[src/rtl/digital_lock_top.sv]
// Four-button combination lock: debounced digit entry, compare against a fixed
// code, and show the result on a multiplexed 4-digit 7-segment display and LEDs.
module digital_lock_top #(
    parameter logic [7:0] SECRET          = 8'b10_00_11_01,
    parameter int         DEBOUNCE_CYCLES = 50000,
    parameter int         REFRESH_DIV     = 1024,
    parameter int         HOLD_CYCLES     = 50000000
) (
    input  logic       clk,
    input  logic       rst_n,
    input  logic [3:0] button,
    output logic [6:0] ssd,
    output logic [3:0] dig,
    output logic [3:0] led
);
    localparam int DB_W   = $clog2(DEBOUNCE_CYCLES + 1);
    localparam int RF_W   = $clog2(REFRESH_DIV + 1);
    localparam int HOLD_W = $clog2(HOLD_CYCLES + 1);

    localparam logic [6:0] SEG_0     = 7'b1000000;
    localparam logic [6:0] SEG_1     = 7'b1111001;
    localparam logic [6:0] SEG_2     = 7'b0100100;
    localparam logic [6:0] SEG_3     = 7'b0110000;
    localparam logic [6:0] SEG_DASH  = 7'b0111111;
    localparam logic [6:0] SEG_BLANK = 7'b1111111;
    localparam logic [6:0] SEG_O     = 7'b1000000;
    localparam logic [6:0] SEG_P     = 7'b0001100;
    localparam logic [6:0] SEG_E     = 7'b0000110;
    localparam logic [6:0] SEG_N     = 7'b0101011;
    localparam logic [6:0] SEG_R     = 7'b0101111;

    typedef enum logic [2:0] {S_IDLE, S_ENTRY, S_CHECK, S_OPEN, S_ERROR} state_t;

    logic [3:0] press_pulse;

    genvar gi;
    generate
        for (gi = 0; gi < 4; gi++) begin : g_btn
            logic            sync1_reg, sync2_reg, deb_reg, press_reg;
            logic [DB_W-1:0] cnt_reg;

            // Debounced level flips only after DEBOUNCE_CYCLES consecutive differing samples.
            always_ff @(posedge clk or negedge rst_n) begin
                if (!rst_n) begin
                    sync1_reg <= 1'b0;
                    sync2_reg <= 1'b0;
                    deb_reg   <= 1'b0;
                    press_reg <= 1'b0;
                    cnt_reg   <= '0;
                end else begin
                    sync1_reg <= button[gi];
                    sync2_reg <= sync1_reg;
                    press_reg <= 1'b0;
                    if (sync2_reg == deb_reg) begin
                        cnt_reg <= '0;
                    end else if (cnt_reg == DB_W'(DEBOUNCE_CYCLES - 1)) begin
                        deb_reg   <= sync2_reg;
                        press_reg <= sync2_reg;
                        cnt_reg   <= '0;
                    end else begin
                        cnt_reg <= cnt_reg + 1'b1;
                    end
                end
            end

            assign press_pulse[gi] = press_reg;
        end
    endgenerate

    logic       single_press;
    logic [1:0] press_digit;

    always_comb begin
        press_digit = 2'd0;
        for (int i = 0; i < 4; i++) begin
            if (press_pulse[i]) press_digit = 2'(i);
        end
        single_press = $onehot(press_pulse);
    end

    state_t              state_reg;
    logic [2:0]          count_reg;
    logic [7:0]          entry_reg;
    logic [HOLD_W-1:0]   hold_cnt_reg;

    always_ff @(posedge clk or negedge rst_n) begin
        if (!rst_n) begin
            state_reg    <= S_IDLE;
            count_reg    <= 3'd0;
            entry_reg    <= 8'd0;
            hold_cnt_reg <= '0;
        end else begin
            unique case (state_reg)
                S_IDLE, S_ENTRY: begin
                    if (single_press) begin
                        // Digit n lives at [7-2n -: 2], so the first digit is the MSBs.
                        entry_reg[{~count_reg[1:0], 1'b0} +: 2] <= press_digit;
                        count_reg <= count_reg + 3'd1;
                        state_reg <= (count_reg == 3'd3) ? S_CHECK : S_ENTRY;
                    end
                end
                S_CHECK: begin
                    state_reg    <= (entry_reg == SECRET) ? S_OPEN : S_ERROR;
                    hold_cnt_reg <= '0;
                end
                S_OPEN, S_ERROR: begin
                    if (hold_cnt_reg == HOLD_W'(HOLD_CYCLES - 1)) begin
                        state_reg <= S_IDLE;
                        count_reg <= 3'd0;
                        entry_reg <= 8'd0;
                    end else begin
                        hold_cnt_reg <= hold_cnt_reg + 1'b1;
                    end
                end
                default: state_reg <= S_IDLE;
            endcase
        end
    end

    function automatic logic [6:0] digit_seg(input logic [1:0] d);
        case (d)
            2'd0:    digit_seg = SEG_0;
            2'd1:    digit_seg = SEG_1;
            2'd2:    digit_seg = SEG_2;
            default: digit_seg = SEG_3;
        endcase
    endfunction

    function automatic logic [6:0] pos_char(input state_t st, input logic [1:0] p,
                                            input logic [2:0] cnt, input logic [7:0] code);
        if (st == S_OPEN) begin
            case (p)
                2'd3:    pos_char = SEG_O;
                2'd2:    pos_char = SEG_P;
                2'd1:    pos_char = SEG_E;
                default: pos_char = SEG_N;
            endcase
        end else if (st == S_ERROR) begin
            case (p)
                2'd3:    pos_char = SEG_E;
                2'd2:    pos_char = SEG_R;
                2'd1:    pos_char = SEG_R;
                default: pos_char = SEG_BLANK;
            endcase
        end else if ({1'b0, ~p} < cnt) begin
            // Position p shows digit 3-p, which is stored at bits [2p+1:2p].
            pos_char = digit_seg(code[{p, 1'b0} +: 2]);
        end else begin
            pos_char = SEG_DASH;
        end
    endfunction

    logic [RF_W-1:0] refresh_cnt_reg;
    logic [1:0]      pos_reg;
    logic            wrap;
    logic [1:0]      pos_next;

    always_comb begin
        wrap     = (refresh_cnt_reg == RF_W'(REFRESH_DIV - 1));
        pos_next = wrap ? pos_reg + 2'd1 : pos_reg;
    end

    // dig and ssd are both derived from pos_next so they stay aligned on the pins.
    always_ff @(posedge clk or negedge rst_n) begin
        if (!rst_n) begin
            refresh_cnt_reg <= '0;
            pos_reg         <= 2'd0;
            dig             <= 4'b1110;
            ssd             <= SEG_DASH;
            led             <= 4'b0000;
        end else begin
            refresh_cnt_reg <= wrap ? '0 : refresh_cnt_reg + 1'b1;
            pos_reg         <= pos_next;
            dig             <= ~(4'b0001 << pos_next);
            ssd             <= pos_char(state_reg, pos_next, count_reg, entry_reg);
            case (state_reg)
                S_OPEN:  led <= 4'b1111;
                S_ERROR: led <= 4'b1001;
                default: led <= 4'((5'd1 << count_reg) - 5'd1);
            endcase
        end
    end
endmodule

[config.mk]
export PLATFORM = sky130hd
export DESIGN_NAME = digital_lock_top
export DESIGN_NICKNAME = d
export VERILOG_FILES = /design/src/rtl/digital_lock_top.sv
export SDC_FILE = /design/constraint.sdc
export NUM_CORES = 1
export LEC_CHECK = 0
export CAP_MARGIN = 20
export CORE_ASPECT_RATIO = 0.75
export CORE_MARGIN = 5
export CORE_UTILIZATION = 55
export CTS_CLUSTER_SIZE = 8
export DETAILED_ROUTE_END_ITERATION = 6
export GPL_TIMING_DRIVEN = 0
export PLACE_DENSITY = 0.73
export SLEW_MARGIN = 10
export SYNTH_ARGS = -nofsm -noshare
export SYNTH_HDL_FRONTEND = slang
export SYNTH_SLANG_ARGS = --single-unit
[constraint.sdc]
create_clock -name clk -period 7.59 [get_ports clk]
set_input_delay 1.8975 -clock clk [delete_from_list [all_inputs] [get_ports clk]]
set_output_delay 1.8975 -clock clk [all_outputs]
set_load 0.005 [all_outputs]
== Yosys cells after proc, flatten, opt, wreduce, memory -nomap -nowiden ==
Index checks and enable logic that the tools add are counted.
Storage, ports and cells
  register bits after elaboration: 148
  input bits: 6
  output and inout bits: 15
Cells by class
  add/sub/neg operators: 13
  $lt $le $gt $ge: 1
  equality and inequality tests: 25
  shift-type cells: 5
  multiplexer cells: 41
  bitwise operators: 7
  reduce and logical (&&, ||, !) cells: 14
Operators by type and width (number)
  2-to-1 mux 16 bit: 8
  adder 16 x 1 -> 16 bit (second input constant): 4
  equality test 16 bit (second input constant): 4
  one-hot mux 26 bit (2 select lines): 1
  one-hot mux 7 bit (3 select lines): 2
  adder 26 x 1 -> 26 bit (second input constant): 1
  equality test 26 bit (second input constant): 1
  2-to-1 mux 26 bit: 1
  2-to-1 mux 7 bit: 3
  2-to-1 mux 8 bit: 2
  one-hot mux 8 bit (2 select lines): 1
  one-hot mux 7 bit (2 select lines): 1
  2-to-1 mux 3 bit: 4
  AND reduction 2 bit: 6
  adder 11 x 1 -> 11 bit (second input constant): 1
  equality test 11 x 10 -> 1 bit (second input constant): 1
  2-to-1 mux 11 bit: 1
  equality test 3 x 2 -> 1 bit (second input constant): 3
  2-to-1 mux 1 bit: 9
  one-hot mux 3 bit (3 select lines): 1
  bitwise mux 8 bit: 1
  equality test 8 bit (second input constant): 1
  2-to-1 mux 2 bit: 4
  one-hot mux 4 bit (2 select lines): 1
  other kinds (27): 44

== Depth between registers and ports, before layout ==
Gate-level depths: netlist of run 1.
  depth in word-level cells: 8
  gate-level depth with buffers: 14

== Worst setup path after synthesis of run 1 ==
Ideal clock, no wire load.
  path type: register -> register
  start: reg refresh_cnt_reg[0]
  end: reg ssd[5]
  setup time: 0.108 ns
  arrival: 3.155 ns
  required time: 7.482 ns
  path slack: 4.327 ns
  cell stages (with the launch flop): 15
  buffers on the path: 0
  cells stage by stage: dfrtp_1 > ha_1 > and4_2 > nand2_1 > nor3_1 > nand2_1 > xnor2_1 > inv_1 > ha_1 > or4b_2 > nor4_1 > a211o_1 > nand2_1 > nor2_1 > a221oi_1
On the way
  word-level cells in the longest chain between the ends: 8
  elaborated cells between the ends (all ways): 18
  classes of those cells: order compare (1); eq/ne (6); shift (1); mux (7); bitwise (1); reduce/logical (2)
RTL lines
  start: declaration: line 153  | logic [RF_W-1:0] refresh_cnt_reg;
  start signal: assignment: line 172  | refresh_cnt_reg <= wrap ? '0 : refresh_cnt_reg + 1'b1;
  equality test 11 x 10 -> 1 bit *: line 159  | wrap = (refresh_cnt_reg == RF_W'(REFRESH_DIV - 1));
  2-to-1 mux 2 bit *: line 160  | pos_next = wrap ? pos_reg + 2'd1 : pos_reg;
  net pos_next[1]: line 156  | logic [1:0] pos_next;
  indexed part select 8 x 4 -> 2 bit: line 147  | pos_char = digit_seg(code[{p, 1'b0} +: 2]);
  equality test 2 bit (tied with other cells): line 121  | case (d)
  one-hot mux 7 bit (3 select lines): line 121
  2-to-1 mux 7 bit: line 145  | end else if ({1'b0, ~p} < cnt) begin
  2-to-1 mux 7 bit: line 138  | end else if (st == S_ERROR) begin
  2-to-1 mux 7 bit *: line 131  | if (st == S_OPEN) begin
  end signal: assignment: line 175  | ssd <= pos_char(state_reg, pos_next, count_reg, entry_reg);
  end: declaration: line 12  | output logic [6:0] ssd,
Mark *: on every way through the listed nets, which the timed path passes. The rest lies on a longest branch.
A chain may end at the register's enable or synchronous reset.

== Worst setup path in the final report of run 1 ==
Ends and elaborated chain as after synthesis.

==> results of run 1 <==
==> stage by stage <==
step	instance area (µm²)	TNS, ns	power, µW
2_1_floorplan	7327	0	826.2
3_3_place_gp	7741	-138.21	847.3
3_5_place_dp	7770	0	850.2
4_1_cts	8373	0	1690
5_1_grt	8373	0	1730
6_report	8373	0	1669
==> cell usage in the layout, fill, tap and decap left out, types with 19 or more instances in the layout <==
cell,instances
nor2_1,126
nand4_1,22
xor2_1,48
nor3_1,19
dfrtp_1,139
and3_1,25
xnor2_1,42
nand2_1,66
ha_1,24
nand3_1,30
inv_1,22
clkdlybuf4s50_1,19
==> worst max-delay path: cells and delay by family (launching register included) <==
family                     cells  cell delay, ns
and+or+nand+nor                8            1.94
buffers and inverters          1            0.17
adders and majority gates      2            0.51
DFF                            1            0.39
AOI/OAI and AO/OA              2            0.31
xor gates and xnor gates       1            0.39
==> metal layers <==
layer  vias to the layer above  GRT usage  routed length (µm)
li1                       2585          -                   -
met1                      2564     0.2692                6881
met2                       104     0.2922                6166
met3                        15    0.05087                 589
met4                         0    0.05040                 120
met5                         -          0                   0
==> worst max-delay path by stage <==
stage / from / slack (ns) / cells past startpoint / endpoint
finish: refresh_cnt_reg[0]$_DFF_PN0_ / 3.75 / 14 / ssd[5]$_DFF_PN1_
global route: refresh_cnt_reg[0]$_DFF_PN0_ / 3.38 / 14 / ssd[5]$_DFF_PN1_
CTS: refresh_cnt_reg[0]$_DFF_PN0_ / 3.74 / 14 / ssd[5]$_DFF_PN1_
detailed placement: refresh_cnt_reg[0]$_DFF_PN0_ / 3.72 / 14 / ssd[5]$_DFF_PN1_
global placement: rst_n / -1.00 / 1 / g_btn[2].sync1_reg$_DFF_PN0_
floorplan: refresh_cnt_reg[0]$_DFF_PN0_ / 4.33 / 14 / ssd[5]$_DFF_PN1_
==> kinds of logic after synthesis <==
family,after synthesis
fa+ha+maj,25
flops,148
compound gates,55
xor+xnor,90
buf+inv,39
mux,16
simple gates,355
==> synthesized netlist by cell type (all sizes together) (2+ instances only) <==
| cell type | n | share of area |
|---|---|---|
| nand4 | 24 | 0.022 |
| nand3b | 4 | 0.0041 |
| or4 | 4 | 0.0046 |
| and4 | 5 | 0.0061 |
| o211ai | 2 | 0.0020 |
| or3 | 3 | 0.0026 |
| nand3 | 30 | 0.020 |
| nor4b | 5 | 0.0060 |
| mux2i | 7 | 0.0096 |
| nor4 | 11 | 0.012 |
| a22oi | 2 | 0.0020 |
| nor3 | 20 | 0.014 |
| nor2 | 126 | 0.065 |
| nor2b | 3 | 0.0026 |
| o21ai | 17 | 0.012 |
| nand2 | 66 | 0.034 |
| o2111ai | 3 | 0.0036 |
| buf | 4 | 0.0053 |
| mux2 | 9 | 0.014 |
| and3 | 26 | 0.022 |
| nand2b | 7 | 0.0060 |
| ha | 24 | 0.041 |
| nor3b | 7 | 0.0079 |
| clkbuf | 13 | 0.0067 |
| inv | 22 | 0.011 |
| a21o | 2 | 0.0020 |
| or2 | 3 | 0.0026 |
| dfrtp | 139 | 0.47 |
| o21a | 2 | 0.0020 |
| and2 | 3 | 0.0026 |
| dfstp | 9 | 0.032 |
| a21oi | 11 | 0.0075 |
| and3b | 2 | 0.0024 |
| a31oi | 2 | 0.0017 |
| xnor2 | 42 | 0.050 |
| xor2 | 48 | 0.057 |
==> final cells by class <==
type                    count  area [µm²]
plain buffers              17       87.58
clock buffers              19       452.9
clock inverters            13       150.1
fillers                   994        4644
inverters                  22       82.58
multi-input cells         541        3442
flip-flops and latches    148        3715
well taps                 171       214.0
repair buffers             21       229.0
==> power by group through the flow <==
stage	logic, µW	registers [µW]	clock network, µW
final	33.2	801	834
after global routing	40.1	802	887
after CTS	35.0	801	853
after detailed placement	34.7	815	0
after global placement	31.8	815	0
after floorplan	11.8	814	0
==> results.txt, run 1 <==
The static leakage power came out at approximately 0.0038 µW. The area inside the core boundary came out at 13020 µm². The shortest period the worst path allows came out at between 3 and 4 ns. The violation count after the first detailed-route iteration came out at 387. The number of hold buffers added after CTS was 0. The cell that appears most often on the critical path is nand2_1. The number of nets with antenna violations after detailed routing came out at 0.

CTS placed an instance of clkbuf_16 at the clock tree root. The cell depth of the worst min-delay path is 0. The initial antenna violation count came to 0.

The routed via count came out at about 5300. The routability congestion estimate from global placement is between 0.8 and 0.9. The share of final-layout standard cells stronger than drive strength 1 is 0.09091. The mux cell area share after synthesis is 0.02339. The horizontal die dimension is 143.3 µm. The flip-flop count of the largest register after layout is 64. The share of the clock period used by the worst path after layout is 0.5062. The largest stage delay on the critical path came out at 0.61 ns. The capturing point of the worst reg2reg path is ssd[5]$_DFF_PN1_.

The hold violation total from the final report came out at 0. The maximum number of pins on one net before global-route repair came out at 86. The number of top-level pins came out at 21. The effective utilization at floorplan is 0.5629. The final layout net count is between 700 and 800.

After synthesis, the netlist uses 67 different library cells. The relative contribution of combinational cells to total power is 0.020. The number of levels in the clock H-tree came out at 4. The clock latency on the worst-skew pair is approximately 0.42 ns.

The share of the core filled with cells in the final layout is 0.6432. After detailed routing, the average wire length per cell comes to 14.45 µm. Counting flops with an async set or reset pin after synthesis yields a share of 1.000. The share of the Yosys chip area taken by registers is 0.5070. The post-synthesis compound-gate area fraction came out at 0.05003. The final setup slack of the worst path came out at 3.748 ns. For this design, the sink count on the clock tree is 148. The synthesized instance count is approximately 730.

The cell area after synthesis came out at 7327 µm². The worst vdd rail ir drop is 157.2 µV. Of the total synthesized cell area, the portion taken by XOR and XNOR cells is 0.1076. The critical path data arrival time is 4.14 ns. The CTS tree is built. The tightest slew margin relative to the limit came out at 0.3963. The transition time at the pin with the least slew margin is 0.9036 ns. For this run, the total global-route usage over all layers was measured as 0.1898. The half-perimeter wire length after placement came out at 9707 µm. The startpoint type of the worst setup path is a flip-flop. The tightest hold path in the finished design has a slack of 0.3474 ns. The post-synthesis net count is about 760. The final max-slew violation count is 0.

The classification of the worst-slack hold path is flip-flop to flip-flop. The flip-flop and latch count after synthesis is 148. The floorplan step defined a die boundary enclosing 15750 µm². The number of violations of the max-capacitance limit is 0. In this run the power density over the cells is 199.3 nW/µm². The number of gates given a new drive strength after cts came out at 0. Timing would allow up to 260.3 MHz. The via count of the first global-routing pass is 5138. For flop-to-flop paths, the worst setup slack is 3.75 ns.

The standard-cell row count is 36. The post-route clock skew came out at 0.007502 ns. The cell count of the worst reg-to-reg path came out at 14.

The first-pass GRT wire length is 24040 µm. The relative area change from synthesis to final layout came out at 14.28%. The critical path goes through ha_1 > and4_2 > nand2_1 > nor3_1 > nand2_1 > xnor2_1 > inv_1 > ha_1 > or4b_2 > nor4_1 > a211o_1 > nand2_1 > nor2_1 > a221oi_1. The startpoint identified for the worst register-to-register timing path is refresh_cnt_reg[0]$_DFF_PN0_.

The synthesized-area fraction occupied by adder cells came out at 0.04372. Global routing finished with a remaining overflow of 0. The final layout contains routed wiring with a total length of 13760 µm. For the worst setup path, the data required time is between 7 and 8 ns. The mean post-synth cell area is 10.06 µm². Measured along the y axis, the die boundary spans around 110 µm. The run finished with clean final reports. The simple-gate share of the synthesized area came out at 0.2450. 0 antenna diodes ended up in the layout. The maximum clock insertion buffer count is 2. The internal power is 1311 µW. In this run the most critical hold path is launched from g_btn[3].sync1_reg$_DFF_PN0_.

The detail-routed via count per cell is approximately 5.5. The number of buffer cells added on primary ports is 20. The number of setup violations in the final report came out at 0. The largest fanout of any net on the critical path came out at 5. Setup repair after global routing left no endpoint under its margin. The proportion of power drawn by flip-flops and latches came out at 0.480. The net switching power figure came out at 358.0 µW.

Timing analysis after detailed placement gives a worst setup slack of approximately 3.7 ns. The most used flip-flop cell after synthesis is dfrtp_1. The number of iterations in the first detailed-routing pass came out at 5.

The clock-pin slew on the worst setup and hold paths came out at approximately 0.06 ns. The number of instances in the placed design came out at 920. The part of the total power dissipated in the clock network came out at 0.500. Counting flops with a built-in enable in the synthesized netlist gives 0. The count of warnings emitted by yosys came out at 0.

The master of the slowest instance on the critical path is or4b_2. The critical path in this run is classified as flip-flop to flip-flop. After clock tree synthesis, the setup repair step added 0 buffers.

By area, the combinational part of the netlist is dominated by simple AND/OR/NAND/NOR gates. The TritonCTS buffer count came out at 17. The switching fraction of total power came out at 0.2145. The finished layout holds 952 standard cells, fillers aside.

The remaining routing DRC violations came out at 0. The type of element capturing the critical path is a flip-flop. The path with the worst hold slack has its endpoint at g_btn[3].sync2_reg$_DFF_PN0_.
Power figures use the tool's default switching activity.
==> run 2, diff against run 1 <==
==> constraint.sdc (replaced) <==
create_clock -name clk -period 4 [get_ports clk]
set_input_delay 1 -clock clk [delete_from_list [all_inputs] [get_ports clk]]
set_output_delay 1 -clock clk [all_outputs]
set_load 0.005 [all_outputs]
==> results.txt, run 2 (synthesis results as in run 1) <==
The run finished with clean final reports. The proportion of power drawn by flip-flops and latches came out at 0.480. The routed wirelength normalized by instance count is between 10 and 15 µm.

The clock latency on the worst-skew pair came out at 0.42 ns. Leaving out fill and tap cells, the most frequent cell in the layout is dfrtp_1. The via count of the first global-routing pass is a little over 5000. The number of top-level pins is 21. The number of gates given a new drive strength after cts is 0.

The largest fanout of any net on the critical path is 5. The flip-flop count of the largest register after layout is 64. Of the total power, the share spent switching nets is 0.2146. The total area inside the core boundary comes to 13020 µm². TritonCTS built the clock tree.

Counting along the longest clock path gives a buffer depth of 2. Global routing finished with a remaining overflow of 0. The root buffer cell chosen for the clock tree is clkbuf_16.

The number of inserted diodes came out at 0. The final max-slew violation count came out at 0. The internal power of the cells totals 2488 µW. Clock-pin slew was measured on the worst setup and hold paths at 0.06 ns. The share of the core filled with cells in the final layout is 0.6442. The TritonCTS buffer count is 17. The post-route clock skew is 0.007542 ns. The hold buffer count at cts is 0. Setup slack on the critical path of the routed design comes to 0.3960 ns. The worst setup path is of the flip-flop to flip-flop kind. In this run the vertical extent of the chip is 110.0 µm. The final route contains ~5300 vias.

In this design, the largest share of critical-path delay is due to simple AND/OR/NAND/NOR gates. The tightest slew margin relative to the limit is 0.4041. Before CTS, the worst setup slack after placement is around 0.13 ns.

The power consumption is 3168 µW. The total buffers and inverters traversed by the critical path is 1. The final layout net count came out at ~800. STA classifies the critical path startpoint as a flip-flop.

The buffer count from post-CTS setup fixing is 0. The largest stage delay on the critical path came out at 0.61 ns. The multi-input gate area in the final layout is 3455 µm². For this block, the routed nets add up to about 14000 µm of wire. The first-pass GRT wire length is 24040 µm. In this run the tool buffered the top-level ports with 20 buffer cells. The half-perimeter wire length after placement came out at about 9700 µm.

The overall fraction of global-route tracks in use is 0.1898. Setup repair after global routing left no endpoint under its margin. The part of the total power dissipated in the clock network came out at 0.500. At the pin with the least slew margin, the transition time is 0.8919 ns. The violation count after the first detailed-route iteration is 359. The remaining routing DRC violations is 0. Of the total power, combinational logic draws 0.020.

The shortest period the worst path allows is 3.604 ns. Registers take 3715 µm². In the layout the commonest cells are dfrtp_1 (139), nor2_1 (126), nand2_1 (66), xor2_1 (48), xnor2_1 (41). The worst vdd rail ir drop is 298.3 µV. Counting every sink on the clock net gives 148. Relative to the synthesized area, the layout overhead comes to 14.45%. The cell seen most often among critical-path stages is nand2_1. The power per unit of standard cell area is approximately 380 nW/µm². The overall die area came out at about 16000 µm².

The number of levels in the clock H-tree came out at 4. Max-cap violations in this run came to 0. Walking the worst path, the cells encountered are ha_1 > and4_2 > nand2_1 > nor3_2 > nand2_1 > xnor2_2 > inv_1 > ha_1 > or4b_2 > nor4_1 > a211o_1 > nand2_1 > nor2_1 > a221oi_1. The initial antenna violation count is 0. Data arrives at the worst endpoint at 3.90 ns. The standard-cell row count is 36. The static leakage power is roughly 0.0038 µW. The detail-routed via count per cell is 5.527. The number of iterations in the first detailed-routing pass came out at 5. The effective utilization at floorplan came out at 0.5629. The classification of the worst-slack hold path is flip-flop to flip-flop.

STA classifies the critical path endpoint as a flip-flop. The number of setup violations in the final report came out at 0. Fill cells in the final layout number 993. The upper clock frequency limit came out at 277.5 MHz.

The hold violation total from the final report was 0. The share of final-layout standard cells stronger than drive strength 1 is 0.09347. The critical path data required time is 4.30 ns. The share of the clock period used by the worst path after layout came out at 0.9010. The net switching power figure is 680.0 µW. The horizontal die dimension is around 140 µm.

The count of nets left with antenna violations once routing finished came out at 0. The maximum number of pins on one net before global-route repair is 86. Routability-driven placement finished with a final weighted congestion of about 0.87. Among all stages on the critical path, the largest delay is contributed by or4b_2.
run 2: per-layer routing:
| layer | wire length (µm) | track usage |
|---|---|---|
| met1 | 6821 | 0.2692 |
| met2 | 6184 | 0.2922 |
| met3 | 648 | 0.05087 |
| met4 | 123 | 0.05040 |
| met5 | 0 | 0 |
run 2: power groups by stage:
stage / clock network (µW) / logic [µW] / registers, µW
4_1_cts: 1620 / 66.3 / 1520
3_5_place_dp: 0 / 65.8 / 1550
2_1_floorplan: 0 / 22.4 / 1550
3_3_place_gp: 0 / 60.4 / 1550
6_report: 1580 / 62.9 / 1520
5_1_grt: 1680 / 76.1 / 1520
run 2: per-stage QoR:
stage	instance area, µm²	hold WS [ns]	TNS [ns]	std cells
after detailed placement	7770	0.3347	0	920
after floorplan	7327	0.3312	0	728
final	8386	0.3474	0	952
after global placement	7741	0.3332	-529.61	919
after CTS	8373	0.3492	0	952
after global routing	8386	0.3581	0	952
run 2: cell type report:
| type | instances | area share |
|---|---|---|
| Multi-Input combinational cell | 541 | 0.4120 |
| Inverter | 22 | 0.009848 |
| Clock inverter | 13 | 0.01791 |
| Buffer | 17 | 0.01044 |
| Clock buffer | 19 | 0.05401 |
| Tap cell | 171 | 0.02551 |
| Timing Repair Buffer | 21 | 0.02731 |
| Sequential cell | 148 | 0.4430 |
run 2: path summary, 6_finish.rpt:
kind	start	endpoint	slack, ns	cells after the start
worst max-delay path	refresh_cnt_reg[0]$_DFF_PN0_	ssd[5]$_DFF_PN1_	0.40	14
worst min-delay path	g_btn[3].sync1_reg$_DFF_PN0_	g_btn[3].sync2_reg$_DFF_PN0_	0.35	0
worst max register to register	refresh_cnt_reg[0]$_DFF_PN0_	ssd[5]$_DFF_PN1_	0.40	14
worst min register to register	g_btn[3].sync1_reg$_DFF_PN0_	g_btn[3].sync2_reg$_DFF_PN0_	0.35	0
max in group asynchronous	rst_n	g_btn[2].deb_reg$_DFFE_PN0P_	2.64	2
min in group asynchronous	rst_n	refresh_cnt_reg[8]$_DFF_PN0_	0.59	1
